$ cat src/rtl/alu_seq_pkg.sv
// Shared op-code constants, FSM state encoding and small helpers for alu_seq.
package alu_seq_pkg;

   localparam int unsigned OP_W = 4;

   typedef enum logic [OP_W-1:0] {
      OP_OR  = 4'd0,
      OP_AND = 4'd1,
      OP_NOT = 4'd2,
      OP_ADD = 4'd3,
      OP_SUB = 4'd4,
      OP_NEG = 4'd5,
      OP_MUL = 4'd6,
      OP_DIV = 4'd7,
      OP_SHL = 4'd8,
      OP_SHR = 4'd9,
      OP_SRA = 4'd10,
      OP_ROL = 4'd11,
      OP_ROR = 4'd12
   } op_e;

   typedef enum logic [2:0] {
      ST_IDLE,
      ST_MUL,
      ST_DIV,
      ST_FIX,
      ST_DONE
   } state_e;

   // True for the ops that take the multi-cycle MUL/DIV path.
   function automatic logic is_iterative(input logic [OP_W-1:0] op);
      return (op == OP_MUL) || (op == OP_DIV);
   endfunction

endpackage

$ cat src/rtl/alu_seq_divider.sv
// Iterative restoring divider on unsigned magnitudes, one quotient bit per step.
module alu_seq_divider #(
   parameter int unsigned WIDTH = 32
) (
   input  logic             clock,
   input  logic             reset_n,
   input  logic             load,
   input  logic             step,
   input  logic [WIDTH-1:0] dividend,
   input  logic [WIDTH-1:0] divisor,
   output logic [WIDTH-1:0] quotient,
   output logic [WIDTH-1:0] remainder
);

   logic [WIDTH-1:0] dvs_q;
   logic [WIDTH:0]   shifted_c;
   logic [WIDTH:0]   trial_c;

   // Shift in the next dividend bit and trial-subtract the divisor.
   always_comb begin
      shifted_c = {remainder, quotient[WIDTH-1]};
      trial_c   = shifted_c - (WIDTH+1)'(dvs_q);
   end

   // Quotient register doubles as the dividend shift register.
   always_ff @(posedge clock) begin
      if (!reset_n) begin
         quotient  <= '0;
         remainder <= '0;
         dvs_q     <= '0;
      end else if (load) begin
         quotient  <= dividend;
         remainder <= '0;
         dvs_q     <= divisor;
      end else if (step) begin
         if (!trial_c[WIDTH]) begin
            remainder <= trial_c[WIDTH-1:0];
            quotient  <= {quotient[WIDTH-2:0], 1'b1};
         end else begin
            remainder <= shifted_c[WIDTH-1:0];
            quotient  <= {quotient[WIDTH-2:0], 1'b0};
         end
      end
   end

endmodule

$ cat src/rtl/and_or.sv
// Bitwise OR/AND of two operands, shared by the single-cycle logic ops.
module and_or #(
   parameter int unsigned WIDTH = 32
) (
   input  logic [WIDTH-1:0] a,
   input  logic [WIDTH-1:0] b,
   output logic [WIDTH-1:0] or_y_c,
   output logic [WIDTH-1:0] and_y_c
);

   // Pure combinational bitwise results.
   always_comb begin
      or_y_c  = a | b;
      and_y_c = a & b;
   end

endmodule

$ cat src/rtl/alu_seq.sv
// Sequential ALU: single-cycle logic/arith/shift ops, iterative signed MUL/DIV.
module alu_seq
   import alu_seq_pkg::*;
#(
   parameter int unsigned WIDTH = 32,
   parameter int unsigned SHW   = $clog2(WIDTH)
) (
   input  logic             clock,
   input  logic             reset_n,
   input  logic             start,
   input  logic [3:0]       op,
   input  logic [WIDTH-1:0] A,
   input  logic [WIDTH-1:0] B,
   output logic             busy,
   output logic             done,
   output logic [WIDTH-1:0] result_hi,
   output logic [WIDTH-1:0] result_lo,
   output logic             div_by_zero
);

   state_e             state, state_nxt;
   logic               busy_nxt, done_nxt;
   logic               accept_c;
   logic [SHW-1:0]     cnt;
   logic [SHW-1:0]     amt_c;
   logic [WIDTH-1:0]   mag_a_c, mag_b_c;
   logic [WIDTH-1:0]   opnd_q;
   logic [WIDTH-1:0]   acc_hi, acc_lo;
   logic [WIDTH:0]     mul_sum_c;
   logic [2*WIDTH-1:0] mul_prod_c;
   logic               sign_a, sign_b, is_div, b_zero;
   logic [WIDTH-1:0]   or_c, and_c, alu_lo_c;
   logic [WIDTH-1:0]   quo, rem;

   assign accept_c   = (state == ST_IDLE) && start;
   assign amt_c      = B[SHW-1:0];
   assign mag_a_c    = A[WIDTH-1] ? -A : A;
   assign mag_b_c    = B[WIDTH-1] ? -B : B;
   assign mul_sum_c  = (WIDTH+1)'(acc_hi) + (acc_lo[0] ? (WIDTH+1)'(opnd_q) : '0);
   assign mul_prod_c = {acc_hi, acc_lo};

   and_or #(.WIDTH(WIDTH)) u_and_or (
      .a       (A),
      .b       (B),
      .or_y_c  (or_c),
      .and_y_c (and_c)
   );

   alu_seq_divider #(.WIDTH(WIDTH)) u_divider (
      .clock     (clock),
      .reset_n   (reset_n),
      .load      (accept_c && (op == OP_DIV)),
      .step      (state == ST_DIV),
      .dividend  (mag_a_c),
      .divisor   (mag_b_c),
      .quotient  (quo),
      .remainder (rem)
   );

   // State register plus registered busy/done flags.
   always_ff @(posedge clock) begin
      if (!reset_n) begin
         state <= ST_IDLE;
         busy  <= 1'b0;
         done  <= 1'b0;
      end else begin
         state <= state_nxt;
         busy  <= busy_nxt;
         done  <= done_nxt;
      end
   end

   // Next-state: one MUL/DIV cycle per operand bit, then FIX, then DONE.
   always_comb begin
      state_nxt = state;
      case (state)
         ST_IDLE: begin
            if (start) begin
               if (op == OP_MUL)      state_nxt = ST_MUL;
               else if (op == OP_DIV) state_nxt = ST_DIV;
               else                   state_nxt = ST_DONE;
            end
         end
         ST_MUL, ST_DIV: begin
            if (cnt == SHW'(WIDTH - 1)) state_nxt = ST_FIX;
         end
         ST_FIX:  state_nxt = ST_DONE;
         ST_DONE: state_nxt = ST_IDLE;
         default: state_nxt = ST_IDLE;
      endcase
   end

   // Output decode from the upcoming state so busy/done come straight from flops.
   always_comb begin
      busy_nxt = 1'b0;
      done_nxt = 1'b0;
      case (state_nxt)
         ST_MUL, ST_DIV, ST_FIX: busy_nxt = 1'b1;
         ST_DONE:                done_nxt = 1'b1;
         default: ;
      endcase
   end

   // Single-cycle op results; unlisted codes fall through to AND.
   always_comb begin
      alu_lo_c = and_c;
      case (op)
         OP_OR:   alu_lo_c = or_c;
         OP_AND:  alu_lo_c = and_c;
         OP_NOT:  alu_lo_c = ~A;
         OP_ADD:  alu_lo_c = A + B;
         OP_SUB:  alu_lo_c = A - B;
         OP_NEG:  alu_lo_c = -A;
         OP_SHL:  alu_lo_c = A << amt_c;
         OP_SHR:  alu_lo_c = A >> amt_c;
         OP_SRA:  alu_lo_c = $signed(A) >>> amt_c;
         OP_ROL:  alu_lo_c = (A << amt_c) | (A >> (WIDTH - 32'(amt_c)));
         OP_ROR:  alu_lo_c = (A >> amt_c) | (A << (WIDTH - 32'(amt_c)));
         default: alu_lo_c = and_c;
      endcase
   end

   // Operand capture, shift-add multiply loop, sign fix-up and result hold.
   always_ff @(posedge clock) begin
      if (!reset_n) begin
         cnt         <= '0;
         opnd_q      <= '0;
         acc_hi      <= '0;
         acc_lo      <= '0;
         sign_a      <= 1'b0;
         sign_b      <= 1'b0;
         is_div      <= 1'b0;
         b_zero      <= 1'b0;
         result_hi   <= '0;
         result_lo   <= '0;
         div_by_zero <= 1'b0;
      end else begin
         case (state)
            ST_IDLE: begin
               if (start) begin
                  cnt    <= '0;
                  sign_a <= A[WIDTH-1];
                  sign_b <= B[WIDTH-1];
                  is_div <= (op == OP_DIV);
                  b_zero <= (B == '0);
                  // MUL keeps |A| as multiplicand; DIV keeps raw A for the B=0 result.
                  opnd_q <= (op == OP_DIV) ? A : mag_a_c;
                  acc_hi <= '0;
                  acc_lo <= mag_b_c;
                  if (!is_iterative(op)) begin
                     result_hi   <= '0;
                     result_lo   <= alu_lo_c;
                     div_by_zero <= 1'b0;
                  end
               end
            end
            ST_MUL: begin
               {acc_hi, acc_lo} <= {mul_sum_c, acc_lo[WIDTH-1:1]};
               cnt              <= cnt + SHW'(1);
            end
            ST_DIV: begin
               cnt <= cnt + SHW'(1);
            end
            ST_FIX: begin
               if (is_div) begin
                  if (b_zero) begin
                     result_lo   <= '1;
                     result_hi   <= opnd_q;
                     div_by_zero <= 1'b1;
                  end else begin
                     result_lo   <= (sign_a ^ sign_b) ? -quo : quo;
                     result_hi   <= sign_a ? -rem : rem;
                     div_by_zero <= 1'b0;
                  end
               end else begin
                  {result_hi, result_lo} <= (sign_a ^ sign_b) ? -mul_prod_c : mul_prod_c;
                  div_by_zero            <= 1'b0;
               end
            end
            default: ;
         endcase
      end
   end

endmodule

$ cat config.mk
export PLATFORM = sky130hd
export DESIGN_NAME = alu_seq
export DESIGN_NICKNAME = d
export VERILOG_FILES = /design/src/rtl/alu_seq_pkg.sv /design/src/rtl/alu_seq_divider.sv /design/src/rtl/and_or.sv /design/src/rtl/alu_seq.sv
export SDC_FILE = /design/constraint.sdc
export NUM_CORES = 2
export LEC_CHECK = 0
export BUFFER_PORTS_ARGS = -buffer_cell sky130_fd_sc_hd__buf_2
export CORE_MARGIN = 10
export CORE_UTILIZATION = 28
export DETAILED_ROUTE_END_ITERATION = 10
export PLACE_DENSITY_LB_ADDON = 0.08
export SYNTH_ARGS = -nofsm -noshare
export SYNTH_HDL_FRONTEND = slang
export SYNTH_SLANG_ARGS = --single-unit
export TNS_END_PERCENT = 20
$ cat constraint.sdc
create_clock -name clock -period 9.15 [get_ports clock]
set_input_delay 1.83 -clock clock [delete_from_list [all_inputs] [get_ports clock]]
set_output_delay 1.83 -clock clock [all_outputs]
set_load 0.05 [all_outputs]
After elaboration in Yosys (flattened, before gate mapping) --
Cells that the tools add are included.
Operators by class: divide/modulo/power cells 0, reductions and logical operators 17, mux-type cells 40, equal/unequal tests 21, $mul 0, add/subtract/negate cells 11, bitwise gates (word level) 7, magnitude comparators 0, shift-type cells 5
Operators by type and width (count):
- $mux W32 | 19
- $pmux W32 S10 | 1
- $pmux W32 S2 | 4
- $neg A32 Y32 | 4
- $or A32 B32 Y32 | 3
- $mux W64 | 1
- $neg A64 Y64 | 1
- $add A32 B32 Y33 | 1
- $sub A33 B32 Y33 | 1
- $add A32 B32 Y32 | 1
- $and A32 B32 Y32 | 1
- $logic_not A32 Y1 | 1
- $not A32 Y32 | 1
- $shl A32 B32 Y32 | 1
- $shl A32 B5 Y32 | 1
- $shr A32 B32 Y32 | 1
- $shr A32 B5 Y32 | 1
- $sshr A32 B5 Y32 | 1
- $sub A32 B32 Y32 | 1
- $eq A4 B4 Y1 const B | 5
- $eq A4 B3 Y1 const B | 4
- $eq A3 B2 Y1 const B | 4
- $mux W3 | 4
- $pmux W5 S2 | 1
- 22 further kinds | 38
Word-level totals: flip-flop bits (word level) 271, ROM bits 0, latch bits 0, memory bits (writable) 0, memories kept 0, input bits 71, logic and storage cells 118, output and inout bits 67

Depth between registers and ports, before layout --
depth after elaboration 8, gate-level depth with buffers 25, mapped depth without buffers 18

Hierarchy --
From an unflattened synthesis, not the netlist that was laid out.
Second synthesis, totals: cell total of the unflattened synthesis 4184, area, all modules 30729.5 µm²
By module, submodules not included:
- alu_seq | cells an instance 3348, instances 1, sequential area each 3503.4 µm², area an instance 24040.6 µm²
- alu_seq_divider | cells an instance 772, instances 1, sequential area each 1921.8 µm², area an instance 6248.5 µm²
- and_or | cells an instance 64, instances 1, sequential area each 0.0 µm², area an instance 440.4 µm²

Least setup slack after synthesis --
OpenSTA, ideal clock, no wires.
path kind input -> register, start input port B[0], end register result_lo[31], arrival time 7117 ps, buffers on the path 9, setup slack 1902 ps, stages 24, setup time 131 ps, required time 9019 ps, cells stage by stage buf_2 > buf_2 > inv_1 > clkbuf_1 > clkbuf_1 > clkbuf_1 > ha_1 > buf_2 > buf_2 > buf_1 > clkbuf_1 > nand2_1 > o21ai_0 > inv_1 > ha_1 > nor2b_1 > o21a_1 > o21a_1 > o211ai_1 > a21o_1 > a2111oi_0 > o21ba_2 > mux2i_1 > o31ai_1
Between the ends: word-level cells in the longest chain between the ends 7, elaborated cells between the ends (all ways) 14, those cells by class add/sub (3); shift (5); mux (4); bitwise (2)
RTL lines:
- start, declared | line alu_seq.sv:13 | input logic [WIDTH-1:0] B,
- $sub A6 B5 Y7 | line alu_seq.sv:117, alu_seq.sv:118
- $shl A32 B32 Y32 / $shr A32 B32 Y32 (equally long branches) | line alu_seq.sv:118, alu_seq.sv:117
- $or A32 B32 Y32 (on tied branches) | line alu_seq.sv:118, alu_seq.sv:117
- $pmux W32 S10 (*) | line alu_seq.sv:107 | case (op)
- $mux W32 (*) | line alu_seq.sv:150 | if (!is_iterative(op)) begin
- $mux W32 (*) | line alu_seq.sv:140 | if (start) begin
- $pmux W32 S2 (*) | line alu_seq.sv:138 | case (state)
- end signal, assigned | line alu_seq.sv:152 | result_lo <= alu_lo_c;
- end signal, assigned | line alu_seq.sv:171 | result_lo <= (sign_a ^ sign_b) ? -quo : quo;
- end signal, assigned | line alu_seq.sv:176 | {result_hi, result_lo} <= (sign_a ^ sign_b) ? -mul_prod_c : mul_prod_c;
- end, declared | line alu_seq.sv:17 | output logic [WIDTH-1:0] result_lo,
Every way passes the cells marked *; elsewhere a longest branch is shown, timed or not. The select of a mux whose other input is x is not followed. A chain may end at the register's enable or synchronous reset.

Final worst setup path --
start input port op[2], end register result_lo[12]
Between the ends: word-level cells in the longest chain between the ends 5, elaborated cells between the ends (all ways) 19, those cells by class eq/ne (12); mux (4); reduce/logical (3)
RTL lines:
- start, declared | line alu_seq.sv:11 | input logic [3:0] op,
- $eq A4 B4 Y1 (tied with other cells) | line alu_seq.sv:107
- $pmux W32 S10 | line alu_seq.sv:107
- $mux W32 | line alu_seq.sv:150
- $mux W32 | line alu_seq.sv:140
- $pmux W32 S2 | line alu_seq.sv:138
Several ways; a longest one is shown, not always the timed one. The select of a mux whose other input is x is not followed.

==> results.sh <==
export IMPL_drv_cap=1
export IMPL_synth_nets=4346
export IMPL_worstSetupStartpoint="op[2]"
export IMPL_wl_met1_um=77800
export IMPL_gp_congestion=1.12
export IMPL_r2r_setup_slack_ps=4960
export IMPL_clock_latency_ps=590
export IMPL_crit_cells=15
export IMPL_path_common_cell="nor2b_1"
export IMPL_final_antenna_net_count=0
export IMPL_nFillCells=11900
export IMPL_numCtsBuffers=37
export IMPL_numPortBuffers=137
export IMPL_multi_input_area_mm2=0.0234
export IMPL_avgViaCountPerCell=6.14
export IMPL_final_min_clock_period_ps=6590
export IMPL_netlist_area_mm2=0.0305
export IMPL_wl_met3_um=12200
export IMPL_place_hpwl_um=141000
export IMPL_slew_violations=0
export IMPL_p_leak_nw=13.0
export IMPL_gr_total_overflow=0
export IMPL_critical_path_endpoint="result_lo[12]"
export IMPL_nets=4256
export IMPL_yosysSeqAreaShare=0.178
export IMPL_arrival_ps=7050
export IMPL_cts_root_buf="clkbuf_16"
export IMPL_routedWlPerCell_um=33.9
export IMPL_clk_pin_slew_ps=60
export IMPL_finalCritPeriodShare=0.720
export IMPL_tritoncts="yes"
export IMPL_max_freq_mhz=152
export IMPL_setup_tns_ps=0
export IMPL_yosysWarnings=0
export IMPL_seqCellArea_mm2=0.00543
export IMPL_track_usage=0.293
export IMPL_dieHeight_um=350
export IMPL_skew_ps=25.3
export IMPL_htreeDepth=2
export IMPL_cp_start_kind="input pin"
export IMPL_rsz0062_at_grt="no"
export IMPL_highest_layer="met5"
export IMPL_hold_ws_ps=448
export IMPL_crit_path_cell_trace="buf_2 > nor2b_1 > nand2_1 > buf_4 > o21ai_0 > fa_1 > nor2b_1 > o2111ai_1 > a21oi_1 > o31ai_1 > nor2b_1 > xnor2_1 > a2111oi_0 > or4_1 > a21oi_1"
export IMPL_drt_wl_total_um=187000
export IMPL_critPathMaxFanout=22
export IMPL_ir_worst_vdd_mv=0.0965
export IMPL_finalHoldViolCount=0
export IMPL_post_cts_setup_buffers=0
export IMPL_ff2ff_path_depth=13
export IMPL_antenna_found_initial=15
export IMPL_grt_max_degree=84
export IMPL_dp_cells=5450
export IMPL_start_util=0.281
export IMPL_outcome="complete, but fails checks"
export IMPL_ys_ff_latch=271
export IMPL_setup_violations=0
export IMPL_drive_gt1_frac=0.129
export IMPL_ios=138
export IMPL_cts_hold_buffers_added=0
export IMPL_dieArea_mm2=0.123
export IMPL_drc=0
export IMPL_worst_pin_slew_ps=1480
export IMPL_die_w_um=350
export IMPL_power_density_mw_per_mm2=140
export IMPL_r2r_end="u_divider.remainder[1]"
export IMPL_core_area_mm2=0.109
export IMPL_cpMaxStageDelayCell="o31ai_1"
export IMPL_initialDrtViolationCount=3763
export IMPL_vias=33900
export IMPL_worstSetupPathType="input pin to flip-flop"
export IMPL_hold_path_class="flip-flop to flip-flop"
export IMPL_total_power_mw=4.71
export IMPL_rr_startpoint="u_divider.quotient[31]"
export IMPL_violations="max-capacitance violations"
export IMPL_hold_path_depth=2
export IMPL_slowest_delay_ps=810
export IMPL_synth_cell_type_count=94
export IMPL_row_count=121
export IMPL_syn_inst=4165
export IMPL_avgSynthCellArea_um2=7.33
export IMPL_cts_buffer_depth=3
export IMPL_slew_headroom=0.00812
export IMPL_grt_pass1_wl_um=260000
export IMPL_cts_sinks=271
export IMPL_synth_edf_count=0
export IMPL_dr_pass1_iters=6
export IMPL_wl_met2_um=84500
export IMPL_synthToLayoutAreaGrowth_pct=10.6
export IMPL_cts_resized=0
export IMPL_grt_pass1_vias=32100
export IMPL_synthArstFlopShare=0
export IMPL_synth_ff_type="dfxtp_1"
export IMPL_cp_num_buf_inv=2
export IMPL_path_delay_family="compound AO/OA/AOI/OAI gates"
export IMPL_final_instance_count_excl_fill=5523
export IMPL_critPathCaptureType="flip-flop"
export IMPL_crit_required_ps=9610
[worst min-delay path, cell delays in order, from the launching register on]
cell	delay, ps
dfxtp_1	300
nand2_1	50
a21oi_1	50
[metrics by stage]
stage	util	area [um^2]	worst slack [ps]
final	0.311	33700	2560
after global routing	0.311	33700	2330
after CTS	0.311	33700	2800
after detailed placement	0.299	32500	2190
after global placement	0.299	32500	2270
after floorplan	-	30500	1900
[synthesized netlist by cell type (all sizes together), types with 13 or more instances]
| library cell | n | area share |
|---|---|---|
| clkbuf | 297 | 0.037 |
| o211ai | 49 | 0.012 |
| a21oi | 318 | 0.052 |
| mux4 | 98 | 0.072 |
| ha | 107 | 0.044 |
| a2111oi | 15 | 0.0043 |
| a221oi | 29 | 0.0085 |
| or2 | 15 | 0.0031 |
| inv | 81 | 0.010 |
| a22oi | 63 | 0.016 |
| mux2i | 129 | 0.042 |
| nand2 | 507 | 0.062 |
| mux2 | 47 | 0.017 |
| nor2 | 417 | 0.051 |
| xor2 | 167 | 0.048 |
| and3 | 53 | 0.011 |
| o31ai | 50 | 0.013 |
| nand4 | 29 | 0.0059 |
| a211oi | 134 | 0.033 |
| nor4 | 35 | 0.0081 |
| dfxtp | 271 | 0.18 |
| o21a | 14 | 0.0034 |
| or4 | 29 | 0.0075 |
| o2111ai | 13 | 0.0037 |
| a31oi | 35 | 0.0072 |
| o41ai | 25 | 0.0074 |
| a311oi | 15 | 0.0043 |
| o221ai | 18 | 0.0052 |
| o22ai | 27 | 0.0055 |
| buf | 81 | 0.012 |
| nand2b | 25 | 0.0051 |
| nor3 | 78 | 0.013 |
| or3 | 53 | 0.011 |
| a21o | 43 | 0.011 |
| nand3 | 95 | 0.016 |
| and2 | 54 | 0.011 |
| xnor2 | 158 | 0.045 |
| nand3b | 14 | 0.0034 |
| o21ai | 292 | 0.048 |
| nor2b | 31 | 0.0064 |
[power breakdown]
group	switching (mW)	total (mW)	internal, mW	leakage, nW
combinational	1.26	1.85	0.592	10.1
clock	0.651	1.55	0.896	0.610
sequential	0.0882	1.31	1.23	2.21
total	2.00	4.71	2.71	13.0
[how the worst min path moves through the flow]
stage	startpoint	to	slack (ps)
detailed placement	result_hi[20]	result_hi[20]	440
floorplan	cnt[3]	cnt[3]	440
CTS	result_hi[20]	result_hi[20]	450
global placement	result_hi[0]	result_hi[0]	440
finish	result_hi[2]	result_hi[2]	450
global route	result_hi[2]	result_hi[2]	460
[area by class of cell]
type | instances | share of cell area
Multi-Input combinational cell | 3433 | 0.694
Sequential cell | 271 | 0.161
Tap cell | 1414 | 0.0524
Timing Repair Buffer | 249 | 0.0460
Clock buffer | 50 | 0.0313
Inverter | 83 | 0.00938
Clock inverter | 17 | 0.00523
Antenna cell | 6 | 0.000445
[cells by family after synthesis]
group / synth area share
xor+xnor: 0.0933
simple gates: 0.225
mux: 0.132
fa+ha+maj: 0.0458
buf+inv: 0.0591
flops: 0.178
compound gates: 0.267
[routing by layer]
layer,vias to the layer above,global-route usage
met5,-,0
li1,15100,-
met1,16800,0.375
met3,408,0.0380
met2,1534,0.470
met4,6,0.172
[cells in the final DEF, fill, tap and decap left out, types with 28 or more instances in the layout]
master	n
a211oi_1	134
a21o_1	43
a21oi_1	317
a221oi_1	28
a22oi_1	63
a31oi_1	35
and2_1	51
and3_1	53
buf_2	133
buf_4	114
clkbuf_16	37
dfxtp_1	269
ha_1	106
inv_1	78
mux2_2	47
mux2i_1	129
mux4_2	98
nand2_1	506
nand3_1	95
nand4_1	29
nor2_1	410
nor2b_1	31
nor3_1	76
nor4_1	31
o211ai_1	49
o21ai_0	285
o31ai_1	47
or3_1	51
xnor2_1	155
xor2_1	165
[state kept, by name (all words and copies together) (netlist names)]
signal / count
result_lo: 32
u_divider.quotient: 32
is_div: 1
sign_b: 1
acc_lo: 32
done: 1
b_zero: 1
busy: 1
div_by_zero: 1
u_divider.dvs_q: 32
opnd_q: 32
state: 3
cnt: 5
result_hi: 32
u_divider.remainder: 32
sign_a: 1
acc_hi: 32
(Power assumes the default switching activity.)
